### config.mk
export PLATFORM = sky130hd
export DESIGN_NAME = d_input_debouncer
export DESIGN_NICKNAME = d
export VERILOG_FILES = /design/src/rtl/d_input_debouncer.sv
export SDC_FILE = /design/constraint.sdc
export NUM_CORES = 1
export LEC_CHECK = 0
export ABC_AREA = 1
export BUFFER_PORTS_ARGS = -buffer_cell sky130_fd_sc_hd__clkbuf_2
export CORE_AREA = 2 2 39 41
export CTS_BUF_LIST = sky130_fd_sc_hd__clkbuf_2 sky130_fd_sc_hd__clkbuf_4 sky130_fd_sc_hd__clkbuf_8
export DETAILED_ROUTE_END_ITERATION = 7
export DIE_AREA = 0 0 41 43
export HOLD_SLACK_MARGIN = 0.15
export SLEW_MARGIN = 20
export SYNTH_ARGS = -nofsm -noshare
export SYNTH_HDL_FRONTEND = slang
export SYNTH_SLANG_ARGS = --single-unit
### constraint.sdc
create_clock -name clk -period 1.7 [get_ports clk]
set_clock_uncertainty 0.05 [all_clocks]
set_input_delay 0.085 -clock clk [delete_from_list [all_inputs] [get_ports clk]]
set_output_delay 0.085 -clock clk [all_outputs]
set_load 0.005 [all_outputs]
### src/rtl/d_input_debouncer.sv
// Input conditioning ahead of the D_FF data pin: synchronises rawIn into clk,
// debounces it with a consecutive-sample counter, and emits edge pulses.
//
// state | meaning
// IDLE  | syncOut matches D, nothing being counted
// COUNT | syncOut differs from D, counting consecutive differing samples
module d_input_debouncer #(
  parameter int SYNC_STAGES     = 2,
  parameter int DEBOUNCE_CYCLES = 4,
  parameter int CNT_WIDTH       = 3
) (
  input  logic clk,
  input  logic syncReset,
  input  logic rawIn,
  output logic D,
  output logic risePulse,
  output logic fallPulse,
  output logic busy
);

  typedef enum logic {
    IDLE  = 1'b0,
    COUNT = 1'b1
  } state_t;

  localparam logic [CNT_WIDTH-1:0] CNT_LAST = CNT_WIDTH'(DEBOUNCE_CYCLES - 1);

  state_t                 state;
  logic [SYNC_STAGES-1:0] sync_q;
  logic                   sync_out;
  logic [CNT_WIDTH-1:0]   cnt;
  logic                   differ;
  logic                   commit;

  always_ff @(posedge clk) begin
    if (syncReset) begin
      sync_q <= '0;
    end else begin
      sync_q <= {sync_q[SYNC_STAGES-2:0], rawIn};
    end
  end

  assign sync_out = sync_q[SYNC_STAGES-1];
  assign differ   = (sync_out != D);

  // With a single required sample, the first differing sample in IDLE commits.
  assign commit = differ && ((state == COUNT) ? (cnt == CNT_LAST) : (DEBOUNCE_CYCLES == 1));

  always_ff @(posedge clk) begin
    if (syncReset) begin
      state     <= IDLE;
      cnt       <= '0;
      D         <= 1'b0;
      risePulse <= 1'b0;
      fallPulse <= 1'b0;
      busy      <= 1'b0;
    end else begin
      risePulse <= 1'b0;
      fallPulse <= 1'b0;
      if (commit) begin
        D         <= sync_out;
        state     <= IDLE;
        cnt       <= '0;
        busy      <= 1'b0;
        risePulse <= sync_out;
        fallPulse <= ~sync_out;
      end else if (!differ) begin
        state <= IDLE;
        cnt   <= '0;
        busy  <= 1'b0;
      end else if (state == IDLE) begin
        state <= COUNT;
        cnt   <= CNT_WIDTH'(1);
        busy  <= 1'b1;
      end else begin
        cnt <= cnt + CNT_WIDTH'(1);
      end
    end
  end

endmodule

==> flow_summary.json <==
{
  "status": "complete, no violations",
  "antenna_found_initial": 0,
  "die_w_um": 41,
  "drcViolationCount": 0,
  "combPwrFrac_pct": 3.1,
  "dp_hpwl_um": 408,
  "seqPwrFrac_pct": 52.5,
  "finalCriticalPeriod_ps": 1200,
  "syn_area_um2": 354,
  "dieHeight_um": 43,
  "num_vias": 285,
  "layout.nets": 61,
  "rsz0062_at_grt": "no",
  "fmax_mhz": 835,
  "synth_top_family_by_area": "simple AND/OR/NAND/NOR gates",
  "setup_tns_ps": 0,
  "critPathMaxFanout": 4,
  "syn_area_per_cell_um2": 8.23,
  "slew_headroom_pct": 90.6,
  "synth_compound_area_share_pct": 2.12,
  "leakagePower_nw": 0.258,
  "utilization_pct": 33.3,
  "max_cap_violations": 0,
  "p_per_area_nw_per_um2": 997,
  "gr-total-overflow": 0,
  "io_buffers": 6,
  "synth_nets": 48,
  "dp_cells": 65,
  "cts_buffer_depth": 2,
  "worstPathArrival_ps": 1290,
  "drive_gt1_share_pct": 18.2,
  "clockRootBuffer": "clkbuf_4",
  "crit_path_start_kind": "flip-flop",
  "coreArea_um2": 1380,
  "drt-pass1-iter-count": 2,
  "antennaDiodeCount": 0,
  "end_kind": "flip-flop",
  "wirelength_um": 487,
  "numCtsBuffers": 3,
  "clk_latency_ps": 260,
  "synth-seq-cells": 10,
  "synth_mux_area_share_pct": 0,
  "p_switching_mw": 0.0835,
  "seq_area_frac_synth_pct": 56.5,
  "worst_path_max_delay_cell": "dfxtp_1",
  "cts_sinks": 10,
  "dieArea_um2": 1760,
  "synth-simple-area-share_pct": 20.5,
  "hold_slack_ps": 356,
  "power_mw": 0.459,
  "clock_power_share_pct": 44.4,
  "max-vdd-ir-drop_mv": 0.486,
  "nFillCells": 159,
  "finalCritPeriodShare_pct": 70.5,
  "p_int_mw": 0.376,
  "finalNonFillerCells": 71,
  "setup_ws_ps": 502,
  "dr_wl_met3_um": 41,
  "yosys_warnings": 0,
  "top_layer": "met3",
  "synthDistinctLibCells": 8,
  "fp-row-count": 14,
  "grt_max_degree": 7,
  "max_slew.worst_pin.slew_ps": 141,
  "synthAdderAreaFrac_pct": 7.07,
  "slew_violations": 0,
  "critPathKind": "flip-flop to flip-flop",
  "wl_met1_um": 192,
  "ctsResizeCount": 0,
  "viasPerCell": 4.01,
  "ant_nets": 0,
  "postCtsHoldBufs": 2,
  "final_cell_mix": "inv_1, dfxtp_1, nor2_1, nand2_1, clkbuf_2",
  "placed_cell_area_um2": 404,
  "grt_first_pass_wirelength_um": 1010,
  "design_area_um2": 460,
  "pin_count": 7,
  "worstPathRequired_ps": 1800,
  "cts_max_level": 1,
  "grt_usage_pct": 9.08,
  "start_util_pct": 25.6,
  "swShare_pct": 18.2,
  "crit_chain": "ha_1 > ha_1 > nand2_1 > inv_1 > nand4_1 > nand2_1",
  "wl_per_cell_um": 6.86,
  "holdCritPathClass": "flip-flop to flip-flop",
  "path_clk_slew_ps": 60,
  "layout_commonest_cell": "inv_1",
  "pre_cts_ws_ps": 507,
  "hold_viol_final": 0,
  "finalSetupViolations": 0,
  "wl_met2_um": 252,
  "postSynthCellCount": 43,
  "cts_setup_buffers": 0,
  "cts_tree": "built",
  "grt_pass1_vias": 282,
  "worst_path_largest_cell_delay_ps": 320,
  "syn2layout_area_growth_pct": 30.0,
  "synthXorXnorAreaFrac_pct": 0,
  "drtIter0Drc": 2,
  "gp_congestion": 0.629
}
[cells in the mapped netlist, drive strengths merged]
cell	number	area [um2]
dfxtp	10	200
ha	2	25.0
inv	13	48.8
nand2	6	22.5
nand3	1	5.00
nand4	3	18.8
nor2	7	26.3
o211ai	1	7.51
[cell type report]
type | count | area (um2) | share of cell area [%]
timing repair buffer | 8 | 50.0 | 10.9
tap | 16 | 20.0 | 4.35
inverter | 13 | 48.8 | 10.6
clock buffer | 4 | 36.3 | 7.88
sequential | 10 | 200 | 43.5
multi-input combinational | 20 | 105 | 22.8
[state kept, by name, summed over array words and instances, names as in the netlist]
| signal | count |
|---|---|
| D | 1 |
| busy | 1 |
| cnt | 3 |
| fallPulse | 1 |
| risePulse | 1 |
| state | 1 |
| sync_q | 2 |
[worst max-delay path, delay by kind of cell (launching register included)]
kind          cells  cell delay, ps
fa+ha+maj         2             380
simple gates      3             270
flops             1             320
buf+inv           1              70
[cell families (layout without fill, tap and decap cells)]
family | count (synthesis) | in the layout
flops | 10 | 10
buf+inv | 13 | 25
fa+ha+maj | 2 | 2
compound gates | 1 | 1
simple gates | 17 | 17
[metal layers]
layer  vias up  global-route usage (%)
li1        152                       -
met1       126                    7.84
met3         0                    6.28
met5         -                       0
met2         7                    14.1
met4         0                    6.00
[power groups by stage]
stage	clock, mW	sequential, mW	combinational (mW)
after floorplan	0	0.246	0.00646
after global placement	0	0.246	0.0106
after detailed placement	0	0.246	0.0111
after CTS	0.213	0.241	0.0146
after global routing	0.229	0.241	0.0173
final	0.204	0.241	0.0143
[worst paths after layout]
path	startpoint	slack, ps	cells past startpoint	end
max	cnt[0]	500	6	D
min	sync_q[0]	360	2	sync_q[1]
max reg2reg	cnt[0]	500	6	D
min reg2reg	sync_q[0]	360	2	sync_q[1]
(Power assumes the default switching activity.)
